### config.mk
export PLATFORM = sky130hd
export DESIGN_NAME = muldiv_wb_queue
export DESIGN_NICKNAME = d
export VERILOG_FILES = /design/src/rtl/muldiv_wb_queue.sv
export SDC_FILE = /design/constraint.sdc
export NUM_CORES = 1
export LEC_CHECK = 0
export BUFFER_PORTS_ARGS = -buffer_cell sky130_fd_sc_hd__buf_2
export CAP_MARGIN = 30
export CORE_ASPECT_RATIO = 1.25
export CORE_MARGIN = 2
export CORE_UTILIZATION = 24
export CTS_BUF_LIST = sky130_fd_sc_hd__clkbuf_16
export DETAILED_ROUTE_END_ITERATION = 10
export PLACE_DENSITY = 0.47
export SYNTH_ARGS = -nofsm -noshare
export SYNTH_HDL_FRONTEND = slang
export SYNTH_SLANG_ARGS = --single-unit
### constraint.sdc
create_clock -name i_clk -period 10.7 [get_ports i_clk]
set_input_delay 2.14 -clock i_clk [delete_from_list [all_inputs] [get_ports i_clk]]
set_output_delay 2.14 -clock i_clk [all_outputs]
set_load 0.05 [all_outputs]
### src/rtl/muldiv_wb_queue.sv
// Writeback queue for multi-cycle execution units: per-unit holding registers,
// a round-robin arbiter and an in-order result FIFO with per-unit flush.
module muldiv_wb_queue #(
    parameter int XLEN    = 32,
    parameter int N_UNITS = 2,
    parameter int DEPTH   = 4,
    parameter int RAW     = 5
) (
    input  logic                         i_clk,
    input  logic                         i_rst,
    input  logic [N_UNITS-1:0]           i_done,
    input  logic [N_UNITS*XLEN-1:0]      i_result,
    input  logic [N_UNITS*RAW-1:0]       i_rd_addr,
    input  logic [N_UNITS-1:0]           i_wren,
    input  logic [N_UNITS-1:0]           i_flush,
    output logic [N_UNITS-1:0]           o_hold_full,
    output logic [N_UNITS-1:0]           o_overrun,
    output logic                         o_wb_valid,
    output logic [XLEN-1:0]              o_wb_data,
    output logic [RAW-1:0]               o_wb_rd_addr,
    output logic                         o_wb_wren,
    output logic [$clog2(N_UNITS)-1:0]   o_wb_unit,
    input  logic                         i_wb_ready,
    output logic [$clog2(DEPTH):0]       o_count,
    output logic                         o_stall
);
    localparam int UW = $clog2(N_UNITS);
    localparam int PW = $clog2(DEPTH);
    localparam int CW = PW + 1;
    localparam logic [CW-1:0] FULL = CW'(DEPTH);

    logic [N_UNITS-1:0] hold_valid;
    logic [XLEN-1:0]    hold_data [N_UNITS];
    logic [RAW-1:0]     hold_rd   [N_UNITS];
    logic [N_UNITS-1:0] hold_wren;

    logic [XLEN-1:0]    fifo_data [DEPTH];
    logic [RAW-1:0]     fifo_rd   [DEPTH];
    logic [UW-1:0]      fifo_unit [DEPTH];
    logic [DEPTH-1:0]   fifo_wren;
    logic [DEPTH-1:0]   entry_valid;

    logic [PW-1:0]      wr_ptr;
    logic [PW-1:0]      rd_ptr;
    logic [CW-1:0]      count;
    logic [UW-1:0]      rr_ptr;

    logic               head_ev;
    logic               pop;
    logic               push;
    logic               space;
    logic [N_UNITS-1:0] eligible;
    logic [N_UNITS-1:0] grant;
    logic [N_UNITS-1:0] load;
    logic [UW-1:0]      gnt_idx;
    logic [UW-1:0]      rr_next;

    // Invalidated heads are discarded without waiting for the writeback stage.
    always_comb begin
        head_ev = entry_valid[rd_ptr];
        pop     = (count != '0) && (!head_ev || i_wb_ready);
        space   = (count < FULL) || pop;
    end

    always_comb begin
        int unsigned idx;
        logic        found;
        idx      = 0;
        found    = 1'b0;
        grant    = '0;
        gnt_idx  = '0;
        eligible = hold_valid & ~i_flush;
        for (int unsigned i = 0; i < N_UNITS; i++) begin
            idx = (32'(rr_ptr) + i) % N_UNITS;
            if (!found && space && eligible[idx]) begin
                grant[idx] = 1'b1;
                gnt_idx    = UW'(idx);
                found      = 1'b1;
            end
        end
        push    = found;
        rr_next = (gnt_idx == UW'(N_UNITS - 1)) ? '0 : gnt_idx + UW'(1);
    end

    always_comb begin
        o_hold_full = hold_valid & ~grant;
        load        = i_done & ~i_flush & (~hold_valid | grant);
        o_stall     = (count == FULL) || (|hold_valid);
        o_count     = count;
        o_wb_valid  = (count != '0) && head_ev;
        o_wb_data    = o_wb_valid ? fifo_data[rd_ptr] : '0;
        o_wb_rd_addr = o_wb_valid ? fifo_rd[rd_ptr]   : '0;
        o_wb_wren    = o_wb_valid ? fifo_wren[rd_ptr] : 1'b0;
        o_wb_unit    = o_wb_valid ? fifo_unit[rd_ptr] : '0;
    end

    always_ff @(posedge i_clk or posedge i_rst) begin
        if (i_rst) begin
            hold_valid <= '0;
            o_overrun  <= '0;
        end else begin
            for (int unsigned k = 0; k < N_UNITS; k++) begin
                if (i_flush[k])
                    hold_valid[k] <= 1'b0;
                else if (load[k])
                    hold_valid[k] <= 1'b1;
                else if (grant[k])
                    hold_valid[k] <= 1'b0;
                if (i_done[k] && !i_flush[k] && o_hold_full[k])
                    o_overrun[k] <= 1'b1;
            end
        end
    end

    always_ff @(posedge i_clk) begin
        for (int unsigned k = 0; k < N_UNITS; k++) begin
            if (load[k]) begin
                hold_data[k] <= i_result[k*XLEN +: XLEN];
                hold_rd[k]   <= i_rd_addr[k*RAW +: RAW];
                hold_wren[k] <= i_wren[k];
            end
        end
        if (push) begin
            fifo_data[wr_ptr] <= hold_data[gnt_idx];
            fifo_rd[wr_ptr]   <= hold_rd[gnt_idx];
            fifo_wren[wr_ptr] <= hold_wren[gnt_idx];
            fifo_unit[wr_ptr] <= gnt_idx;
        end
    end

    // A push always targets a non-flushed unit, so it overrides any stale-tag clear.
    always_ff @(posedge i_clk or posedge i_rst) begin
        if (i_rst) begin
            entry_valid <= '0;
            wr_ptr      <= '0;
            rd_ptr      <= '0;
            count       <= '0;
            rr_ptr      <= '0;
        end else begin
            for (int unsigned e = 0; e < DEPTH; e++) begin
                if (i_flush[fifo_unit[e]])
                    entry_valid[e] <= 1'b0;
            end
            if (push) begin
                entry_valid[wr_ptr] <= 1'b1;
                wr_ptr              <= wr_ptr + PW'(1);
                rr_ptr              <= rr_next;
            end
            if (pop)
                rd_ptr <= rd_ptr + PW'(1);
            if (push && !pop)
                count <= count + CW'(1);
            else if (pop && !push)
                count <= count - CW'(1);
        end
    end

endmodule

==> results of run 1 <==
## through the flow
| stage | hold slack, ns | utilization, % | setup slack, ns | power [W] |
|---|---|---|---|---|
| finish | 0.5415 | 28.79 | 4.728 | 0.003095 |
| global route | 0.5683 | 28.79 | 4.543 | 0.003260 |
| CTS | 0.5385 | 28.79 | 4.706 | 0.003151 |
| detailed placement | 0.5265 | 27.16 | 4.705 | 0.002343 |
| global placement | 0.5254 | 27.10 | 4.711 | 0.002332 |
| floorplan | 0.4824 | - | 1.251 | 0.002021 |
## power breakdown
part / total [W] / switching (W) / leakage (nW) / internal [W]
Clock: 0.000797 / 0.000368 / 0.368 / 0.000428
Sequential: 0.00129 / 0.0000887 / 2.33 / 0.00120
Combinational: 0.00101 / 0.000681 / 1.90 / 0.000331
## synth_stat cells, types with 7 or more instances
master and count:
o211ai_1 38, nor2b_1 41, inv_1 8, edfxtp_1 232, o21ai_0 38, dfrtp_1 16, buf_2 7, clkbuf_1 57
and4b_1 38, nand3_1 39, and3_1 39, a32oi_1 38, mux4_2 40
## worst paths after layout
check,startpoint,slack (ns),to,cells past startpoint
setup / recovery,i_wb_ready,4.73,o_hold_full[0],5
hold / removal,entry_valid[1],0.54,entry_valid[1],1
setup reg to reg,rd_ptr[0],6.62,fifo_data[2][1],6
hold reg to reg,entry_valid[1],0.54,entry_valid[1],1
max in group asynchronous,i_rst,8.38,rd_ptr[0],2
min in group asynchronous,i_rst,1.74,wr_ptr[1],2
## final cells by class
class,instances,area share (%)
clock buffer,25,4.798
timing repair buffer,146,6.065
multi-input combinational,382,25.92
sequential,248,56.55
clock inverter,20,0.8637
inverter,9,0.2591
tap,578,5.547
## layout by cell type (no fill, tap or decap), types with 5 or more instances in the layout
master and instances:
edfxtp_1 232, o211ai_1 38, o21ai_0 38, nor2_1 5, nor2b_1 39, clkinv_2 6, ha_1 5, a32oi_1 38
a22o_1 5, mux4_2 40, inv_1 11, and3_1 39, clkbuf_16 25, nand3_1 39, dfrtp_1 14, buf_4 15
and4b_1 38, nand2_1 5, buf_2 130
## registers in the layout, summed over array words and instances, names as in the netlist
name,count
entry_valid,4
fifo_data,128
fifo_rd,20
fifo_unit,4
fifo_wren,4
hold_data,64
hold_rd,10
hold_valid,2
hold_wren,2
o_count,3
o_overrun,2
rd_ptr,2
rr_ptr,1
wr_ptr,2
## metal layers
| metal | vias up | GRT usage (%) | share of wire, % |
|---|---|---|---|
| li1 | 3096 | - | - |
| met1 | 3424 | 17.86 | 47 |
| met3 | 37 | 1.848 | 3.9 |
| met2 | 174 | 19.90 | 47 |
| met4 | 2 | 3.855 | 2.3 |
| met5 | - | 0 | 0.023 |
## kinds of logic after synthesis
logic type / count (synthesis) / share of synthesized area (%)
xor+xnor: 5 / 0.3961
compound gates: 138 / 8.962
buf+inv: 82 / 3.101
mux: 48 / 8.985
simple gates: 185 / 11.18
flops: 248 / 66.63
fa+ha+maj: 6 / 0.7469
## critical path, delay by kind of cell
family,cells,cell delay [ns]
compound gates,2,0.57
buf+inv,2,0.84
simple gates,1,0.28
==> key figures, run 1 <==
Yosys
  • Post-Syn Area: ~11,000 um^2
  • Seq cells post-synth: about 250
  • Syn avg cell area: between 15 and 20 um^2
  • Yosys Warn Count: 0
  • Area contributors post-synth: edfxtp_1 63%, mux4_2 8.1%, dfrtp_1 3.6%
  • Cells after Synth: slightly above 700
  • Yosys cell types: ~50
  • Post-synth top area cell: edfxtp_1
  • Sequential fraction of the synthesis area: 66.63%
  • Post-synth top area share: 63.01%
  • Most used DFF post-synth: edfxtp_1
  • Synthesized net count: about 800
  • Asr flop ratio synth: between 6 and 7%
  • Post-synth EDFFs: ~230

Timing
  • Skew final: about 0.014 ns
  • Final setup fails: 0
  • RSZ-0062 raised after global routing: no
  • Worst slew pin tran: ~0.94 ns
  • Hold Violations, Final: 0
  • Top achievable clock speed: roughly 0.17 GHz
  • Setup TNS: 0 ns
  • Max Transition Viols Final: 0
  • Tcrit/Tclk final: ~56%
  • Minimum clock period: 5.972 ns
  • Slew HR: 37.34%

Detailed routing
  • DRC viols: 0
  • Routed vias: between 6,000 and 7,000
  • Starting DRT DRC Count: roughly 520
  • DRT Pass-1 Iters: 5
  • Wirelength, routed: roughly 31,000 um
  • Routed Antenna Nets: 0
  • Via density: between 4 and 5
  • Routed len/inst: 21.75 um

Final layout
  • Non-Filler Instances: approximately 1,400
  • Nets: ~900
  • Finished Cell Area: roughly 13,000 um^2
  • Area occupied by multi-input gates: 3379 um^2
  • Area Overhead vs Synth: 17.91%
  • Filler cells: between 4,000 and 5,000
  • Ant diodes: 0
  • FF+latch area: ~7400 um^2
  • Share of cells above drive strength 1: 28.80%

CTS
  • Root Driver: clkbuf_16
  • Post-CTS Setup Bufs: 0
  • Clk buf depth: 3
  • Post-CTS Hold Fix Bufs: 0
  • CTS Buf Count: 25
  • Total clock sinks: between 200 and 250
  • CTS HTree Levels: 1
  • Reg clk slew, reported paths: around 0.06 ns
  • CTS tree: yes
  • Post-cts sizing count: 0
  • Clk_lat worst skew: between 0.5 and 0.6 ns

Critical path
  • Peak fanout along the critical path: 42
  • CP peak stage delay: around 0.58 ns
  • Critical path endpoint category: output port
  • WP data required: around 8.6 ns
  • Critical path arrival: approximately 3.8 ns
  • Worst-path cell chain: buf_2 > and3b_1 > a22oi_1 > a31oi_1 > buf_2
  • Critical Path Source Type: primary input
  • Crit path kind: in -> out
  • Crit-path slowest cell: buf_2
  • Crit-path most repeated cell: buf_2

Power and ir drop
  • Peak supply drop: ~0.14 mV
  • P_leak: roughly 4.6 nW
  • P per Cell Area: approximately 240 nW/um^2

Flow run
  • Max Cap Viol: 0

Floorplanning
  • Total die area: about 48,000 um^2
  • FP Rows: slightly below 90
  • Initial core utilization: between 20% and 30%
  • IO Count: 131
  • Core outline area: between 40,000 and 50,000 um^2
  • Die Span X: roughly 200 um
  • Die height: 244.0 um

Global route
  • Number of global-route vias before repair: roughly 6,800
  • First-pass GRT wire length: between 40,000 and 50,000 um
  • All-Layer GR Usage: 12.58%
  • Largest net degree at the start of global routing: between 90 and 100
  • GR Overflow Total: 0
  • Initial antenna violation count: 2

Place
  • Placed cell count: 1,363
  • I/O Buffers: 130
  • Routability cong.: around 0.76
  • Placed Area: 12,300 um^2
  • Detail Placement HPWL: a little under 20,000 um

Status
  • Status: finished clean

Worst hold path
  • Hold Crit Class: reg -> reg
(Power assumes the default switching activity.)
==> run 2: changes to the inputs <==
- clock period: 10.7 -> 6 ns (I/O delays scaled with it)
==> key figures, run 2 (synthesized netlist as in run 1, its figures left out) <==
Status
  • Status: finished clean (unchanged)

Power and ir drop
  • P per Cell Area: 417.8 nW/um^2 (was 237.4 nW/um^2)
  • Peak supply drop: 0.1988 mV (was 0.1416 mV)
  • P_leak: 4.612 nW (was 4.596 nW)

Timing
  • Max Transition Viols Final: 0 (unchanged)
  • Slew HR: 43.83% (was 37.34%)
  • Worst slew pin tran: 0.8425 ns (was 0.9399 ns)
  • Top achievable clock speed: 0.2165 GHz
  • RSZ-0062 raised after global routing: no (unchanged)
  • Minimum clock period: 4.620 ns
  • Setup TNS: 0 ns (unchanged)
  • Hold Violations, Final: 0 (unchanged)
  • Tcrit/Tclk final: 77.00%
  • Final setup fails: 0 (unchanged)
  • Skew final: 0.01175 ns (was 0.01401 ns)

Detailed routing
  • Starting DRT DRC Count: 608 (was 517)
  • Routed vias: 6,683 (was 6,733)
  • Routed Antenna Nets: 0 (unchanged)
  • Wirelength, routed: 30,030 um (was 30,620 um)
  • DRC viols: 0 (unchanged)
  • Via density: 4.743 (was 4.782)
  • Routed len/inst: 21.31 um (was 21.75 um)
  • DRT Pass-1 Iters: 5 (unchanged)

Critical path
  • Critical Path Source Type: register (was primary input)
  • FF-to-FF setup slack: 2.08 ns (was 6.62 ns)
  • CP delay by family, top: buffers and inverters (unchanged)
  • Peak fanout along the critical path: 86 (was 42)
  • WP data required: 4.80 ns (was 8.56 ns)
  • Crit-path slowest cell: dfrtp_4 (was buf_2)
  • CP peak stage delay: 0.90 ns (was 0.58 ns)
  • Critical path endpoint category: output port (unchanged)
  • Worst-path cell chain: buf_4 > and3b_1 > a22oi_1 > a31oi_1 > buf_2 (was buf_2 > and3b_1 > a22oi_1 > a31oi_1 > buf_2)
  • Crit path kind: reg -> out (was in -> out)
  • Critical path arrival: 3.42 ns (was 3.83 ns)
  • Bufs and invs on worst path: 2 (unchanged)

Global route
  • GR Overflow Total: 0 (unchanged)
  • First-pass GRT wire length: 44,970 um (was 45,290 um)
  • Largest net degree at the start of global routing: 87 (was 91)
  • All-Layer GR Usage: 12.41% (was 12.58%)
  • Initial antenna violation count: 0 (was 2)
  • Number of global-route vias before repair: 6,835 (was 6,755)

Floorplanning
  • Core outline area: 45,280 um^2 (unchanged)
  • Die Span X: 196.0 um (unchanged)
  • FP Rows: 87 (unchanged)
  • Initial core utilization: 24.42% (unchanged)
  • Die height: 244.0 um (unchanged)
  • IO Count: 131 (unchanged)
  • Total die area: 47,810 um^2 (unchanged)

Final layout
  • Nets: 903 (was 901)
  • Layout Utilization: 28.82% (was 28.79%)
  • Share of cells above drive strength 1: 28.52% (was 28.80%)
  • Filler cells: 4,573 (was 4,617)
  • Commonest non-fill, non-tap cell in the layout: edfxtp_1 (unchanged)
  • Largest register FFs: 128 (unchanged)
  • Largest registers: fifo_data x128, hold_data x64, fifo_rd x20 (unchanged)
  • Biggest register: fifo_data (unchanged)
  • Area Overhead vs Synth: 18.02% (was 17.91%)
  • Most frequent cells in the layout: 232 x edfxtp_1, 130 x buf_2, 40 x mux4_2 (unchanged)
  • Ant diodes: 0 (unchanged)

CTS
  • Root Driver: clkbuf_16 (unchanged)
  • Post-CTS Setup Bufs: 0 (unchanged)
  • CTS Buf Count: 24 (was 25)
  • Total clock sinks: 248 (unchanged)
  • Reg clk slew, reported paths: 0.06 ns (about the same)
  • Clk buf depth: 3 (unchanged)
  • Clk_lat worst skew: 0.52 ns (was 0.53 ns)
  • Post-cts sizing count: 0 (unchanged)
  • CTS tree: yes (unchanged)
  • Post-CTS Hold Fix Bufs: 0 (unchanged)
  • CTS HTree Levels: 1 (unchanged)

Place
  • I/O Buffers: 130 (unchanged)
  • Detail Placement HPWL: 20,430 um (was 19,850 um)
  • Routability cong.: 0.7671 (was 0.7575)

Flow run
  • Max Cap Viol: 0 (unchanged)

Worst hold path
  • Hold Crit Class: reg -> reg (unchanged)
-- run 2: changes by cell type in the layout (fill, tap and decap cells not counted), moves of 2 or more --
cell / change
clkinv_1: +2
buf_4: +2
clkinvlp_4: -3
buf_12: +2
-- run 2: path summary, 6_finish.rpt --
path / from / endpoint / cells after the start
max in group asynchronous: i_rst / rd_ptr[0] / 2
min: entry_valid[0] / entry_valid[0] / 1
min in group asynchronous: i_rst / o_count[0] / 2
max: rd_ptr[0] / o_hold_full[0] / 5
max reg2reg: rd_ptr[0] / fifo_data[2][18] / 6
min reg2reg: entry_valid[0] / entry_valid[0] / 1
-- run 2: layout make-up --
type | instances | area (um^2) | area share (%)
Sequential cell | 248 | 7372 | 56.50
Multi-Input combinational cell | 382 | 3392 | 25.99
Timing Repair Buffer | 149 | 818.3 | 6.271
Tap cell | 578 | 723.2 | 5.542
Clock buffer | 25 | 625.6 | 4.794
Clock inverter | 18 | 83.83 | 0.6424
Inverter | 9 | 33.78 | 0.2589
-- run 2: per-layer routing --
| metal | share of wire (%) | up-vias | GRT usage (%) |
|---|---|---|---|
| li1 | - | 3104 | - |
| met2 | 46 | 186 | 19.08 |
| met4 | 2.8 | 0 | 4.323 |
| met3 | 5.0 | 38 | 2.027 |
| met1 | 46 | 3355 | 17.72 |
| met5 | 0 | - | 0 |
-- run 2: report_power, final --
group          leakage (nW)  switching [W]  internal (W)
registers              2.33       0.000160       0.00213
logic                  1.92        0.00119      0.000591
clock network         0.367       0.000625      0.000752
-- run 2: metrics by stage --
step	instance area, um^2	hold WS, ns	setup slack [ns]	std cells	power (W)
final	13050	0.5397	1.380	1409	0.005451
after floorplan	11060	0.4824	1.214	712	0.003603
after global placement	12300	0.5226	1.884	1364	0.004156
after detailed placement	12300	0.5170	1.862	1364	0.004163
after CTS	13010	0.5336	1.302	1407	0.005556
after global routing	13050	0.5646	1.149	1409	0.005750
==> run 3: changes to the inputs <==
- clock period: 6 -> 4.8 ns (I/O delays scaled with it)
==> key figures, run 3 (synthesized netlist as in run 1, its figures left out) <==
Global route
  • Number of global-route vias before repair: 6,826 (was 6,835)
  • All-Layer GR Usage: 12.40% (was 12.41%)
  • Largest net degree at the start of global routing: 94 (was 87)
  • First-pass GRT wire length: 45,060 um (was 44,970 um)
  • Initial antenna violation count: 6 (was 0)
  • GR Overflow Total: 0 (unchanged)

Timing
  • Slew HR: 48.00% (was 43.83%)
  • Setup TNS: 0 ns (unchanged)
  • Skew final: 0.01278 ns (was 0.01175 ns)
  • Top achievable clock speed: roughly 0.25 GHz
  • Minimum clock period: roughly 4 ns
  • RSZ-0062 raised after global routing: no (unchanged)
  • Hold Violations, Final: 0 (unchanged)
  • Final setup fails: 0 (unchanged)
  • WHS: 0.5271 ns (was 0.5397 ns)
  • Max Transition Viols Final: 0 (unchanged)
  • Worst slew pin tran: 0.7800 ns (was 0.8425 ns)
  • Tcrit/Tclk final: 82.52%

CTS
  • Root Driver: clkbuf_16 (unchanged)
  • CTS tree: yes (unchanged)
  • CTS Buf Count: 25 (was 24)
  • Total clock sinks: 248 (unchanged)
  • Post-cts sizing count: 0 (unchanged)
  • CTS HTree Levels: 1 (unchanged)
  • Clk buf depth: 3 (unchanged)
  • Post-CTS Hold Fix Bufs: 0 (unchanged)
  • Clk_lat worst skew: 0.55 ns (was 0.52 ns)
  • Post-CTS Setup Bufs: 0 (unchanged)
  • Reg clk slew, reported paths: 0.07 ns (was 0.06 ns)

Final layout
  • Most frequent cells in the layout: 232 x edfxtp_1, 130 x buf_2, 40 x mux4_2 (unchanged)
  • Largest register FFs: 128 (unchanged)
  • Largest registers: fifo_data x128, hold_data x64, fifo_rd x20 (unchanged)
  • Share of cells above drive strength 1: 29.26% (was 28.52%)
  • Biggest register: fifo_data (unchanged)
  • Nets: 904 (was 903)
  • Non-Filler Instances: 1,415 (was 1,409)
  • Area Overhead vs Synth: 20.14% (was 18.02%)
  • Commonest non-fill, non-tap cell in the layout: edfxtp_1 (unchanged)

Critical path
  • Critical Path Source Type: register (unchanged)
  • WP data required: 3.84 ns (was 4.80 ns)
  • Critical path arrival: 3.00 ns (was 3.42 ns)
  • Crit path kind: reg -> out (unchanged)
  • FF-to-FF setup slack: 1.52 ns (was 2.08 ns)
  • Critical R2R Capture: o_count[2] (was fifo_data[2][18])
  • Critical path endpoint category: output port (unchanged)
  • Peak fanout along the critical path: 93 (was 86)
  • Critical R2R Launch: rd_ptr[0] (unchanged)
  • R2R depth: 10 (was 6)

Power and ir drop
  • Final total power: 0.007227 W (was 0.005451 W)
  • Peak supply drop: 0.2310 mV (was 0.1988 mV)
  • P per Cell Area: 544.1 nW/um^2 (was 417.8 nW/um^2)
  • P_leak: 4.709 nW (was 4.612 nW)

Place
  • Detail Placement HPWL: 19,610 um (was 20,430 um)
  • Routability cong.: 0.7326 (was 0.7671)
  • I/O Buffers: 130 (unchanged)
  • Placed cell count: 1,366 (was 1,364)

Status
  • Status: finished clean (unchanged)

Detailed routing
  • Routed len/inst: 21.24 um (was 21.31 um)
  • DRC viols: 0 (unchanged)
  • Starting DRT DRC Count: 532 (was 608)
  • Routed vias: 6,761 (was 6,683)
  • DRT Pass-1 Iters: 5 (unchanged)
  • Via density: 4.778 (was 4.743)
  • Routed Antenna Nets: 0 (unchanged)
  • Wirelength, routed: 30,060 um (was 30,030 um)

Floorplanning
  • Total die area: 47,810 um^2 (unchanged)
  • Initial core utilization: 24.42% (unchanged)
  • IO Count: 131 (unchanged)
  • Die height: 244.0 um (unchanged)
  • Core outline area: 45,280 um^2 (unchanged)
  • Die Span X: 196.0 um (unchanged)
  • FP Rows: 87 (unchanged)

Worst hold path
  • Hold Crit Class: in -> async (was reg -> reg)

Flow run
  • Max Cap Viol: 0 (unchanged)
[run 3: cell types whose count changed in the layout (fill, tap and decap cells not counted)]
cell	change
inv_16	+1
inv_1	-1
buf_12	+5
diode_2	+3
clkinvlp_4	-1
clkinv_1	-3
inv_6	+2
buf_4	-5
bufinv_16	+5
[run 3: worst max path at each step]
| stage | startpoint | to | slack (ns) | cells past startpoint |
|---|---|---|---|---|
| final | rd_ptr[0] | o_hold_full[0] | 0.84 | 5 |
| after global routing | rd_ptr[0] | o_hold_full[0] | 0.61 | 5 |
| after global placement | rd_ptr[0] | o_hold_full[0] | 1.35 | 5 |
| after detailed placement | rd_ptr[0] | o_hold_full[0] | 1.33 | 5 |
| after floorplan | i_flush[0] | hold_data[1][0] | 0.25 | 5 |
| after CTS | rd_ptr[0] | o_hold_full[0] | 0.73 | 5 |
[run 3: cell type report]
| type | instances | area [um^2] |
|---|---|---|
| fillers | 4544 | 32000 |
| flip-flops and latches | 248 | 7372 |
| multi-input cells | 382 | 3392 |
| repair buffers | 149 | 880.8 |
| well taps | 578 | 723.2 |
| clock buffers | 25 | 625.6 |
| clock inverters | 21 | 249.0 |
| inverters | 9 | 33.78 |
| diodes | 3 | 7.507 |
[run 3: through the flow]
step | cell area (um^2) | utilization, % | worst slack, ns
2_1_floorplan | 11060 | - | 0.2544
3_3_place_gp | 12360 | 27.30 | 1.352
3_5_place_dp | 12400 | 27.39 | 1.329
4_1_cts | 13280 | 29.32 | 0.7343
5_1_grt | 13280 | 29.32 | 0.6067
6_report | 13280 | 29.34 | 0.8391
[run 3: power by group]
group	leakage [nW]	total, W	internal, W	switching (W)
Clock	0.446	0.00208	0.00123	0.000853
Sequential	2.33	0.00286	0.00267	0.000191
Combinational	1.94	0.00229	0.000761	0.00152
[run 3: per-layer routing]
layer  track usage (%)  wire, um
met3             2.262      1666
met5                 0        29
met1             18.33     14210
met4             3.030       459
met2             18.77     13690
[run 3: worst max-delay path, cell delays in order, from the launching register on]
cell	delay [ns]
dfrtp_4	0.85
buf_12	0.42
and3b_1	0.26
a22oi_1	0.17
a31oi_1	0.35
buf_2	0.32
